<file path="config.mk">
export PLATFORM = sky130hd
export DESIGN_NAME = router_sync_n_flat
export DESIGN_NICKNAME = d
export VERILOG_FILES = /design/src/rtl/router_sync_n_if.sv /design/src/rtl/router_sync_n.sv /design/src/flat_wrapper.sv
export SDC_FILE = /design/constraint.sdc
export NUM_CORES = 1
export LEC_CHECK = 0
export ABC_AREA = 1
export BUFFER_PORTS_ARGS = -buffer_cell sky130_fd_sc_hd__buf_2
export CELL_PAD_IN_SITES_DETAIL_PLACEMENT = 1
export CELL_PAD_IN_SITES_GLOBAL_PLACEMENT = 2
export CORE_MARGIN = 3
export CORE_UTILIZATION = 31
export CTS_CLUSTER_DIAMETER = 50
export CTS_CLUSTER_SIZE = 40
export DETAILED_ROUTE_END_ITERATION = 8
export GPL_ROUTABILITY_DRIVEN = 1
export PLACE_DENSITY = 0.87
export SLEW_MARGIN = 20
export SYNTH_ARGS = -nofsm -noshare
export SYNTH_HDL_FRONTEND = slang
export SYNTH_SLANG_ARGS = --single-unit
</file>
<file path="constraint.sdc">
create_clock -name clock -period 4.33 [get_ports clock]
set_clock_uncertainty 0.2 [all_clocks]
set_input_delay 0.2165 -clock clock [delete_from_list [all_inputs] [get_ports clock]]
set_output_delay 0.2165 -clock clock [all_outputs]
set_load 0.05 [all_outputs]
</file>
<file path="src/rtl/router_sync_n_if.sv">
`default_nettype none
// ----------------------------------------------------------------------------
// router_sync_n_if : bus between router FSM/FIFOs and the router synchroniser.
// Revision 1.0
// ----------------------------------------------------------------------------
interface router_sync_n_if #(
    parameter int NUM_CH = 3,
    parameter int ADDR_W = 2,
    parameter int EVT_W  = 8
);
    logic [ADDR_W-1:0]       data_in;
    logic                    detect_add;
    logic                    write_enb_reg;
    logic [NUM_CH-1:0]       full;
    logic [NUM_CH-1:0]       empty;
    logic [NUM_CH-1:0]       read_enb;
    logic [NUM_CH-1:0]       timeout_en;
    logic [NUM_CH-1:0]       write_enb;
    logic                    fifo_full;
    logic                    addr_err;
    logic [NUM_CH-1:0]       vld_out;
    logic [NUM_CH-1:0]       soft_reset;
    logic [NUM_CH*EVT_W-1:0] timeout_cnt;

    modport master (
        output data_in, detect_add, write_enb_reg, full, empty, read_enb, timeout_en,
        input  write_enb, fifo_full, addr_err, vld_out, soft_reset, timeout_cnt
    );

    modport slave (
        input  data_in, detect_add, write_enb_reg, full, empty, read_enb, timeout_en,
        output write_enb, fifo_full, addr_err, vld_out, soft_reset, timeout_cnt
    );
endinterface
`default_nettype wire

</file>
<file path="src/rtl/router_sync_n.sv">
`default_nettype none
// ----------------------------------------------------------------------------
// router_sync_n : address latch, FIFO write steering and per-channel read timeout.
// Revision 1.0
// ----------------------------------------------------------------------------
module router_sync_n #(
    parameter int NUM_CH  = 3,
    parameter int ADDR_W  = 2,
    parameter int TIMEOUT = 30,
    parameter int EVT_W   = 8
) (
    input  logic           clock,
    input  logic           resetn,
    router_sync_n_if.slave bus
);
    localparam int CNT_W = $clog2(TIMEOUT + 1);

    logic [ADDR_W-1:0] r_addr;
    logic              r_addr_err;
    logic [NUM_CH-1:0] w_full_sel;

    // Extra MSB so NUM_CH == 2**ADDR_W compares correctly
    always_ff @(posedge clock) begin
        if (!resetn) begin
            r_addr     <= '0;
            r_addr_err <= 1'b0;
        end else if (bus.detect_add) begin
            r_addr     <= bus.data_in;
            r_addr_err <= ({1'b0, bus.data_in} >= (ADDR_W + 1)'(NUM_CH));
        end
    end

    assign bus.addr_err  = r_addr_err;
    assign bus.fifo_full = |w_full_sel;

    generate
        for (genvar i = 0; i < NUM_CH; i++) begin : g_ch
            logic             w_sel;
            logic             w_stall;
            logic [CNT_W-1:0] r_cnt;
            logic             r_pulse;
            logic [EVT_W-1:0] r_evt;

            assign w_sel               = ~r_addr_err & (r_addr == ADDR_W'(i));
            assign bus.write_enb[i]    = w_sel & bus.write_enb_reg;
            assign w_full_sel[i]       = w_sel & bus.full[i];
            assign bus.vld_out[i]      = ~bus.empty[i];
            assign w_stall             = ~bus.empty[i] & ~bus.read_enb[i] & bus.timeout_en[i];

            always_ff @(posedge clock) begin
                if (!resetn) begin
                    r_cnt   <= '0;
                    r_pulse <= 1'b0;
                    r_evt   <= '0;
                end else if (!w_stall) begin
                    r_cnt   <= '0;
                    r_pulse <= 1'b0;
                end else if (r_cnt == CNT_W'(TIMEOUT - 1)) begin
                    r_cnt   <= '0;
                    r_pulse <= 1'b1;
                    if (r_evt != {EVT_W{1'b1}}) begin
                        r_evt <= r_evt + 1'b1;
                    end
                end else begin
                    r_cnt   <= r_cnt + 1'b1;
                    r_pulse <= 1'b0;
                end
            end

            assign bus.soft_reset[i]                 = r_pulse;
            assign bus.timeout_cnt[i*EVT_W +: EVT_W] = r_evt;
        end
    endgenerate
endmodule
`default_nettype wire
</file>
<file path="src/flat_wrapper.sv">
// flat-port wrapper written by rule: the top's interface ports become plain ports
module router_sync_n_flat 
#(
    parameter int NUM_CH  = 3,
    parameter int ADDR_W  = 2,
    parameter int TIMEOUT = 30,
    parameter int EVT_W   = 8
)
  (clock, resetn, bus_data_in, bus_detect_add, bus_write_enb_reg, bus_full, bus_empty, bus_read_enb, bus_timeout_en, bus_write_enb, bus_fifo_full, bus_addr_err, bus_vld_out, bus_soft_reset, bus_timeout_cnt);
  router_sync_n_if #(.NUM_CH(NUM_CH), .ADDR_W(ADDR_W), .EVT_W(EVT_W)) bus_i ();
  input  logic clock;
  input  logic resetn;
  input wire logic [$bits(bus_i.data_in)-1:0] bus_data_in;
  input wire logic [$bits(bus_i.detect_add)-1:0] bus_detect_add;
  input wire logic [$bits(bus_i.write_enb_reg)-1:0] bus_write_enb_reg;
  input wire logic [$bits(bus_i.full)-1:0] bus_full;
  input wire logic [$bits(bus_i.empty)-1:0] bus_empty;
  input wire logic [$bits(bus_i.read_enb)-1:0] bus_read_enb;
  input wire logic [$bits(bus_i.timeout_en)-1:0] bus_timeout_en;
  output wire logic [$bits(bus_i.write_enb)-1:0] bus_write_enb;
  output wire logic [$bits(bus_i.fifo_full)-1:0] bus_fifo_full;
  output wire logic [$bits(bus_i.addr_err)-1:0] bus_addr_err;
  output wire logic [$bits(bus_i.vld_out)-1:0] bus_vld_out;
  output wire logic [$bits(bus_i.soft_reset)-1:0] bus_soft_reset;
  output wire logic [$bits(bus_i.timeout_cnt)-1:0] bus_timeout_cnt;
  assign bus_i.data_in = bus_data_in;
  assign bus_i.detect_add = bus_detect_add;
  assign bus_i.write_enb_reg = bus_write_enb_reg;
  assign bus_i.full = bus_full;
  assign bus_i.empty = bus_empty;
  assign bus_i.read_enb = bus_read_enb;
  assign bus_i.timeout_en = bus_timeout_en;
  assign bus_write_enb = bus_i.write_enb;
  assign bus_fifo_full = bus_i.fifo_full;
  assign bus_addr_err = bus_i.addr_err;
  assign bus_vld_out = bus_i.vld_out;
  assign bus_soft_reset = bus_i.soft_reset;
  assign bus_timeout_cnt = bus_i.timeout_cnt;
  router_sync_n #(.NUM_CH(NUM_CH), .ADDR_W(ADDR_W), .TIMEOUT(TIMEOUT), .EVT_W(EVT_W)) u_core (.clock(clock), .resetn(resetn), .bus(bus_i));
endmodule
</file>
After elaboration in Yosys (flattened, before gate mapping)
Index checks and enable logic that the tools add are counted.

Add/subtract/negate cells: 6. Magnitude comparators: 1. Equality and inequality tests: 8. Mux-type cells: 3. Bitwise gates (word level): 26. Reductions and logical operators: 11.

Operator list (count): $add A8 B1 Y8 const B (3); $ne A8 B8 Y1 const B (3); $add A5 B1 Y5 const B (3); $and A1 B1 Y1 (15); $eq A5 B5 Y1 const B (3); $reduce_or A3 Y1 (4); $not A1 Y1 (11); $reduce_and A3 Y1 (3); $reduce_and A2 Y1 (3); $mux W1 (3); $eq A2 B1 Y1 const B (1); $eq A2 B2 Y1 const B (1); $ge A2 B2 Y1 const B (1); $logic_not A2 Y1 (1).

Bits in registers: 45.

Depth between registers and ports, before layout
Gate-level depths: netlist of the first run.

Depth in word-level cells: 5. Gate-level depth with buffers: 9. Depth with buffers taken out: 9.

Least setup slack after synthesis of the first run
OpenSTA, ideal clock, no wires.

Path kind: register to output. From: reg u_core.r_addr_err (netlist: u_core.bus.addr_err). To: out bus_write_enb[0]. Arrival: 2108 ps. Setup slack: 1805 ps. Stages on the path, launching flop included: 2. Buffers on the path: 0. Cell sequence: dfxtp_1 nor4_1.

Cells in the longest elaborated chain, start to end: 3.

Ends and longest elaborated chain: start: declaration (RTL line router_sync_n.sv:19) `logic r_addr_err;`; start signal: assignment (RTL line router_sync_n.sv:29) `r_addr_err <= ({1'b0, bus.data_in} >= (ADDR_W + 1)'(NUM_CH));`; $not A1 Y1 (RTL line router_sync_n.sv:44) `assign w_sel = ~r_addr_err & (r_addr == ADDR_W'(i));`; $and A1 B1 Y1 (RTL line router_sync_n.sv:44); $and A1 B1 Y1 (RTL line router_sync_n.sv:45) `assign bus.write_enb[i] = w_sel & bus.write_enb_reg;`; end: declaration (RTL line flat_wrapper.sv:20) `output wire logic [$bits(bus_i.write_enb)-1:0] bus_write_enb;`.

Every way passes these cells.

Worst setup path in the final report of the first run
From: reg u_core.r_addr[0]. To: out bus_write_enb[1].

Cells in the longest elaborated chain, start to end: 3.

Ends and longest elaborated chain: start: declaration (RTL line router_sync_n.sv:18) `logic [ADDR_W-1:0] r_addr;`; start signal: assignment (RTL line router_sync_n.sv:28) `r_addr <= bus.data_in;`; $eq A2 B1 Y1 (RTL line router_sync_n.sv:44); $and A1 B1 Y1 (RTL line router_sync_n.sv:44); $and A1 B1 Y1 (RTL line router_sync_n.sv:45).

Every way passes these cells.

==> impl_metrics.yaml, run 1 <==
sta:
  post-route-min-period_ns: 1.73
  post-route-period-util_pct: 40.0
  rsz0062_at_grt: "false"
  hold_ws_ns: 0.0518
  fin_ws_ns: 2.60
  slew-limit-headroom_pct: 43.8
  finalSetupViolCount: 0
  hold_viol: 0
  worstMarginPinSlew_ns: 0.842
  tns_ns: 0
  final-max-slew-violation-count: 0
  max_freq_mhz: 577
pwr:
  p_clk_share_pct: 34.9
  p_total_mw: 0.723
  swShare_pct: 24.8
  p_int_mw: 0.544
  p_per_area_nw_per_um2: 271
  leakage_nw: 1.11
  power.switching_mw: 0.179
  p_seq_share_pct: 57.9
  ir_drop_uv: 92.9
  comb_power_share_pct: 7.2
synth:
  synth_area_um2: 2190
  synth_nets: 330
  synth_cells: 303
  yosysSeqAreaShare_pct: 41.0
  yosysTopAreaCellShare_pct: 41.0
  ys_seq_elements: 45
  netlist_top_cells_area: "dfxtp_1 41%, nand2_1 14%, a21oi_1 6.2%, nand3_1 5.9%, nor2_1 5.6%"
  ys_warn_count: 0
  yosysTopAreaCell: "dfxtp_1"
  syn_area_per_cell_um2: 7.24
  synth_cell_type_count: 19
worst_setup_path:
  endpoint_kind: "output port"
  required_ns: 3.91
  crit_start: "u_core.r_addr[0]"
  worst_ep_arrival_time_ns: 1.32
  r2r_cells: 7
  startpoint_type: "flip-flop"
  timing.rr.start: "u_core.g_ch[1].r_evt[0]"
  r2r_end: "u_core.g_ch[1].r_evt[2]"
  critical_path_class: "flip-flop to output port"
  regToRegSetupSlack_ns: 2.72
  cp_max_fo: 5
final_layout:
  nets: 387
  layoutNonFillerInstCount: 457
  antenna_cells: 0
  area_growth_pct: 21.4
  drive_gt1_share_pct: 18.8
  fillers: 886
placed_design:
  dp_hpwl_um: 4090
  dp_worst_setup_slack_ns: 2.72
  numPlacedInstances: 445
  gp_congestion: 0.739
  port_buffers: 52
route:
  post_drt_wl_per_cell_um: 11.9
  drt_first_pass_iters: 4
  avgViaCountPerCell: 4.66
  drc: 0
  ant_nets: 0
  vias: 2129
  drt-total-wl_um: 5440
  drtIter0Drc: 47
min_path:
  min_to: "u_core.r_addr[1]"
  worstHoldStart: "bus_data_in[1]"
  min_path_type: "input pin to flip-flop"
  min_path_cells: 3
clock_network:
  clock_path_buffers: 2
  clk_latency_ns: 0.30
  clock_sinks: 45
  cts_resized: 0
  cts_tree: "built"
  path_clk_slew_ns: 0.08
  cts.root.buffer_cell: "clkbuf_8"
  cts_made_buffers: 5
  htree_levels: 2
grt:
  grt.total_usage_pct: 14.4
  grt_max_degree: 24
  grt_overflow: 0
  grt_pass1_wl_um: 9800
  grt_pass1_vias: 2115
  antenna_found_initial: 0
floorplanning:
  rows: 30
  initial_core_util_pct: 32.1
  core_um2: 6830
  die_w_um: 90.1
  die_area_um2: 8130
  io_pins: 53
  die_y_um: 90.1
outcome:
  outcome: "finished clean"
run:
  cap_violations: 0
## power by group through the flow
| stage | sequential, mW | clock, mW | combinational [mW] |
|---|---|---|---|
| 4_1_cts | 0.418 | 0.266 | 0.0526 |
| 5_1_grt | 0.419 | 0.283 | 0.0574 |
| 6_report | 0.418 | 0.252 | 0.0523 |
| 3_5_place_dp | 0.428 | 0 | 0.0500 |
| 2_1_floorplan | 0.429 | 0 | 0.0316 |
| 3_3_place_gp | 0.428 | 0 | 0.0492 |
## through the flow
step           cell area, um2  utilization (%)
2_1_floorplan            2190                -
3_3_place_gp             2540             37.2
3_5_place_dp             2540             37.2
4_1_cts                  2660             39.0
5_1_grt                  2660             39.0
6_report                 2660             39.0
## cell type report
cell class              instances  area, um2  area share (%)
repair buffers                 56        300            11.3
clock buffers                   6       72.6            2.72
multi-input cells             223       1150            43.2
inverters                      29        109            4.09
well taps                      96        120            4.51
clock inverters                 2       10.0           0.376
flip-flops and latches         45        901            33.8
## cell usage after synthesis
cell      number
dfxtp_1       45
nor2_4         3
nand3b_1       3
inv_1         29
xnor2_1        6
nand2_1       81
clkbuf_1       3
nor2_1        33
buf_4          3
o21ai_0        1
ha_1           9
nor4_1         3
nand2_2        3
xor2_1        12
nand3_1       26
nand4_1        4
a21oi_1       27
nor2_2         3
nor3_1         9
## layout by cell type, fill, tap and decap left out
master         synthesis  routed
nand2_1               81      81
buf_2                  0      52
dfxtp_1               45      45
nor2_1                33      33
inv_1                 29      29
a21oi_1               27      27
nand3_1               26      26
xor2_1                12      12
nor3_1                 9       9
ha_1                   9       9
xnor2_1                6       6
clkbuf_8               0       5
nand4_1                4       4
dlygate4sd3_1          0       4
nor4_1                 3       3
nor2_2                 3       3
nand2_2                3       3
nor2_4                 3       3
nand3b_1               3       3
clkinv_2               0       2
o21ai_0                1       1
clkbuf_1               3       1
## flip-flops by register name, indices dropped and copies added, names as in the netlist
name and count:
u_core.bus.addr_err 1, u_core.g_ch.r_evt 24, u_core.r_addr 2, u_core.g_ch.r_pulse 3
u_core.g_ch.r_cnt 15
## worst max-delay path: stages, from the launching register on
cell and delay (ns):
dfxtp_1 0.41, inv_1 0.10, nor4_1 0.21, buf_2 0.30
## per-layer routing
| metal | GRT usage (%) | part of all wire (%) |
|---|---|---|
| met4 | 4.21 | 1.2 |
| met1 | 17.4 | 46 |
| met2 | 24.7 | 48 |
| met3 | 4.10 | 5.2 |
| met5 | 0 | 0 |
## worst max path at each step
| stage | to | cells past startpoint |
|---|---|---|
| 6_report | bus_write_enb[1] | 3 |
| 5_1_grt | u_core.g_ch[1].r_evt[2] | 7 |
| 4_1_cts | bus_write_enb[2] | 3 |
| 3_5_place_dp | u_core.g_ch[1].r_evt[2] | 7 |
| 3_3_place_gp | u_core.g_ch[1].r_evt[1] | 7 |
| 2_1_floorplan | bus_write_enb[0] | 1 |
## cells by family (layout without fill, tap and decap cells)
kind of cell	after synthesis	in the layout	synth area share, %
buf+inv	35	93	6.50
simple gates	168	168	33.8
compound gates	28	28	6.39
fa+ha+maj	9	9	5.13
xor+xnor	18	18	7.18
flops	45	45	41.0
## repair_timing
item | 4_1_cts | 5_1_grt
endpoints found under the setup margin | 0 | 0
buffers inserted | 0 | 0
endpoints found under the hold margin | 2 | 0
hold buffers | 4 | 0
Power figures use the tool's default switching activity.
==> inputs of run 2 (changes only) <==
Settings changed: CORE_UTILIZATION 31 to 29, PLACE_DENSITY 0.87 to 0.83.
Clock period 4.33 ns to 1.7 ns, I/O delays scaled along.
==> run 2 against run 1 <==
Sequential share of layout area down 1.2 points. First-iteration DRC count down 21%. Non-clock buffer count grew 6. Final area up 4.8%. Power grew to 2.6 times the previous value. Flip-flop and latch count unchanged. Combinational power grew to 2.9 times the previous value. Critical path type unchanged. Critical endpoint is now bus_write_enb[2]. Largest power group unchanged.
==> impl_metrics.yaml, run 2 (same netlist as run 1, synthesis figures left out) <==
outcome:
  outcome: "finished clean"
final_layout:
  stdcell_area_um2: 2790
  top_regs: "u_core.g_ch.r_evt: 24 flops, u_core.g_ch.r_cnt: 15 flops, u_core.g_ch.r_pulse: 3 flops"
  largest_reg_flops: 24
  area_growth_pct: 27.3
  final_cell_mix: "81 x nand2_1, 50 x buf_2, 38 x dfxtp_1"
  nets: 393
  layout_commonest_cell: "nand2_1"
  drive_gt1_share_pct: 23.0
  antenna_cells: 0
  max_flop_register: "u_core.g_ch.r_evt"
  utilization_pct: 38.3
grt:
  grt_pass1_wl_um: 9350
  use_met1_pct: 17.0
  grt_max_degree: 17
  grt_busiest_layer: "met2"
  grt_overflow: 0
  grtUsageMet2_pct: 22.0
  met3_usage_pct: 2.65
  antenna_found_initial: 0
  grt_pass1_vias: 2035
  grt.total_usage_pct: 13.1
clock_network:
  clock_path_buffers: 2
  clock_sinks: 45
  htree_levels: 2
  cts_post_setup_buffers_inserted: 0
  cts.root.buffer_cell: "clkbuf_8"
  clk_latency_ns: 0.29
  path_clk_slew_ns: 0.08
  cts_made_buffers: 5
  cts_tree: "built"
sta:
  post-route-period-util_pct: 95.4
  post-route-min-period_ns: 1.62
  slew-limit-headroom_pct: 78.8
  final-max-slew-violation-count: 0
  finalSetupViolCount: 0
  hold_viol: 0
  rsz0062_at_grt: "false"
  worstMarginPinSlew_ns: 0.315
  max_freq_mhz: 617
  hold_ws_ns: 0.00679
pwr:
  ir_drop_uv: 342
  leakage_nw: 1.15
  p_total_mw: 1.89
  p_per_area_nw_per_um2: 678
route:
  drt-total-wl_um: 5420
  avgViaCountPerCell: 4.55
  drt_first_pass_iters: 4
  post_drt_wl_per_cell_um: 11.7
  drc: 0
  ant_nets: 0
  drtIter0Drc: 37
  vias: 2116
worst_setup_path:
  crit_chain: "inv_1 -> nor4_2 -> buf_2"
  slowest_delay_ns: 0.41
  critical_path.top_delay_family: "buffers and inverters"
  endpoint_kind: "output port"
  worst_ep_arrival_time_ns: 1.34
  path_buf_inv: 2
  critical_path_class: "flip-flop to output port"
  slowest_stage: "dfxtp_1"
  cp_max_fo: 4
  required_ns: 1.41
  startpoint_type: "flip-flop"
  regToRegSetupSlack_ns: 0.17
floorplanning:
  die_area_um2: 8650
  io_pins: 53
  initial_core_util_pct: 30.1
  die_y_um: 93.0
  die_w_um: 93.0
  core_um2: 7290
  rows: 31
placed_design:
  port_buffers: 52
  postPlaceCellArea_um2: 2600
  gp_congestion: 0.717
  dp_hpwl_um: 4170
run:
  cap_violations: 0
min_path:
  min_path_type: "input pin to flip-flop"
==> run 2: cell count changes in the layout (fill, tap and decap cells not counted), moves of 3 or more <==
cell / delta
nor4_1: -3
nand3_2: +3
nand3_1: -3
dfxtp_1: -7
nor4_2: +3
dlygate4sd3_1: +4
dfxtp_2: +7
==> run 2: routing by layer <==
| layer | wire [um] | share of wire [%] | vias to the layer above |
|---|---|---|---|
| met5 | 0 | 0 | - |
| met4 | 61 | 1.1 | 0 |
| met3 | 184 | 3.4 | 7 |
| met2 | 2550 | 47 | 32 |
| met1 | 2620 | 48 | 985 |
| li1 | - | - | 1092 |
==> run 2: per-stage QoR <==
stage	TNS, ns	worst slack (ns)	std cells
detailed placement	0	0.149	450
global placement	0	0.186	450
floorplan	-0.462	-0.154	303
global route	0	0.000829	465
finish	0	0.0789	465
CTS	0	0.0365	465
==> run 2: path summary, 6_finish.rpt <==
path	from	endpoint	cells after the start
max	u_core.r_addr[1]	bus_write_enb[2]	3
min	bus_read_enb[1]	u_core.g_ch[1].r_pulse	4
max reg2reg	u_core.g_ch[1].r_evt[0]	u_core.g_ch[1].r_evt[6]	6
min reg2reg	u_core.g_ch[2].r_cnt[0]	u_core.g_ch[2].r_cnt[0]	1
==> run 2: power breakdown <==
part | switching [mW] | internal, mW
clock | 0.352 | 0.323
combinational | 0.0965 | 0.0537
sequential | 0.00816 | 1.06
total | 0.457 | 1.44
==> run 2: worst register-to-register path, cell delays in order, from the launching register on <==
cell and delay [ns]:
dfxtp_2 0.37, ha_1 0.22, nand3_1 0.13, nor3_1 0.29, nand3_1 0.11, nand2_1 0.07
nor2_1 0.04
==> run 2: layout make-up <==
class | count | area (um2)
Inverter | 29 | 109
Tap cell | 99 | 124
Sequential cell | 45 | 910
Fill cell | 967 | 4500
Timing Repair Buffer | 62 | 373
Clock buffer | 7 | 86.3
Multi-Input combinational cell | 223 | 1190
==> run 2: repair_timing <==
item,4_1_cts,5_1_grt
gates resized for setup,0,8
setup endpoints to repair,0,11
hold buffers,8,0
hold endpoints to repair,10,0
==> inputs of run 3 (changes only) <==
Settings changed: PLACE_DENSITY 0.83 to unset, PLACE_DENSITY_LB_ADDON set to 0.1.
==> run 3 against run 2 <==
Sequential power hardly changed. Die area unchanged. Critical endpoint is now bus_write_enb[1]. Largest power group unchanged. Clock-buffer cell count shrank 1. Largest cell class unchanged. Flip-flop and latch count did not move. First-iteration DRC count rose by 38%.
==> impl_metrics.yaml, run 3 (same netlist as run 1, synthesis figures left out) <==
outcome:
  outcome: "finished clean"
final_layout:
  antenna_cells: 0
  layoutNonFillerInstCount: 465
  area_growth_pct: 25.6
  top_regs: "u_core.g_ch.r_evt: 24 flops, u_core.g_ch.r_cnt: 15 flops, u_core.g_ch.r_pulse: 3 flops"
  nets: 392
  layout_commonest_cell: "nand2_1"
  fillers: 949
  final_cell_mix: "81 x nand2_1, 50 x buf_2, 39 x dfxtp_1"
  drive_gt1_share_pct: 22.4
  largest_reg_flops: 24
  max_flop_register: "u_core.g_ch.r_evt"
worst_setup_path:
  slowest_delay_ns: 0.43
  startpoint_type: "flip-flop"
  critical_path_class: "flip-flop to output port"
  crit_chain: "inv_1 -> nor4_2 -> buf_2"
  r2r_cells: 8
  cp_max_fo: 5
  required_ns: 1.41
  worst_ep_arrival_time_ns: 1.34
  slowest_stage: "dfxtp_1"
  endpoint_kind: "output port"
grt:
  grt.total_usage_pct: 13.6
  grt_max_degree: 24
  grt_pass1_wl_um: 9580
  grt_overflow: 0
  antenna_found_initial: 0
  grt_pass1_vias: 2074
pwr:
  ir_drop_uv: 269
  p_per_area_nw_per_um2: 679
  leakage_nw: 1.14
  power.switching_mw: 0.479
  p_seq_share_pct: 57.0
  swShare_pct: 25.6
  comb_power_share_pct: 7.7
  p_int_mw: 1.39
  p_clk_share_pct: 35.3
min_path:
  min_path_cells: 3
  min_path_type: "input pin to flip-flop"
floorplanning:
  die_y_um: 93.0
  rows: 31
  core_um2: 7290
  initial_core_util_pct: 30.1
  io_pins: 53
  die_area_um2: 8650
  die_w_um: 93.0
route:
  drc: 0
  post_drt_wl_per_cell_um: 11.8
  vias: 2072
  ant_nets: 0
  drtIter0Drc: 51
  avgViaCountPerCell: 4.46
  drt-total-wl_um: 5490
  drt_first_pass_iters: 4
clock_network:
  cts_post_setup_buffers_inserted: 0
  cts.root.buffer_cell: "clkbuf_8"
  cts_tree: "built"
  htree_levels: 2
  path_clk_slew_ns: 0.09
  clk_latency_ns: 0.30
  clock_sinks: 45
  clock_path_buffers: 2
  cts_made_buffers: 5
sta:
  fin_ws_ns: 0.0784
  slew-limit-headroom_pct: 80.3
  hold_viol: 0
  worstMarginPinSlew_ns: 0.293
  finalSetupViolCount: 0
  post-route-min-period_ns: 1.62
  post-route-period-util_pct: 95.4
  hold_ws_ns: 0.0130
  max_freq_mhz: 617
  final-max-slew-violation-count: 0
run:
  cap_violations: 0
placed_design:
  gp_congestion: 0.723
  port_buffers: 52
  numPlacedInstances: 450
  dp_hpwl_um: 4200
  dp_worst_setup_slack_ns: 0.113
==> run 3: power groups by stage <==
stage / registers [mW] / logic, mW / clock network, mW
detailed placement: 1.09 / 0.133 / 0
global route: 1.07 / 0.159 / 0.741
global placement: 1.09 / 0.131 / 0
floorplan: 1.09 / 0.0831 / 0
CTS: 1.07 / 0.145 / 0.704
finish: 1.07 / 0.144 / 0.662
==> run 3: stage by stage <==
stage	TNS, ns	area (um2)	power (mW)	utilization [%]
3_3_place_gp	0	2590	1.22	35.5
3_5_place_dp	0	2590	1.22	35.5
4_1_cts	0	2740	1.92	37.6
5_1_grt	-0.00926	2760	1.97	37.8
2_1_floorplan	-0.462	2220	1.18	-
6_report	0	2760	1.87	37.8
==> run 3: timing repair <==
item                       4_1_cts  5_1_grt
resized for setup                0        5
hold endpoints to repair         9        0
setup endpoints to repair        0       10
hold buffers                     7        0
==> run 3: path summary, 6_finish.rpt <==
path | from | endpoint | slack [ns]
worst min-delay path | bus_timeout_en[2] | u_core.g_ch[2].r_pulse | 0.01
worst max-delay path | u_core.r_addr[0] | bus_write_enb[1] | 0.08
worst max register to register | u_core.g_ch[1].r_evt[0] | u_core.g_ch[1].r_evt[5] | 0.16
worst min register to register | u_core.g_ch[1].r_cnt[0] | u_core.g_ch[1].r_cnt[0] | 0.28
==> run 3: cell type report <==
| class | instances | area [um2] | area share, % |
|---|---|---|---|
| inverters | 29 | 109 | 3.95 |
| clock inverters | 2 | 10.0 | 0.363 |
| clock buffers | 6 | 72.6 | 2.63 |
| flip-flops and latches | 45 | 908 | 33.0 |
| well taps | 99 | 124 | 4.49 |
| multi-input cells | 223 | 1180 | 42.9 |
| repair buffers | 61 | 350 | 12.7 |
==> run 3: critical path: cells and delay by family, from the launching register on <==
kind                   cells  cell delay (ns)
and+or+nand+nor            1             0.20
buffers and inverters      2             0.41
DFF                        1             0.43
==> run 3: metal layers <==
metal | vias to the layer above | wire (um) | track usage [%]
met5 | - | 0 | 0
met3 | 6 | 192 | 2.90
met1 | 945 | 2650 | 17.0
li1 | 1092 | - | -
met4 | 0 | 63 | 5.13
met2 | 29 | 2580 | 22.9
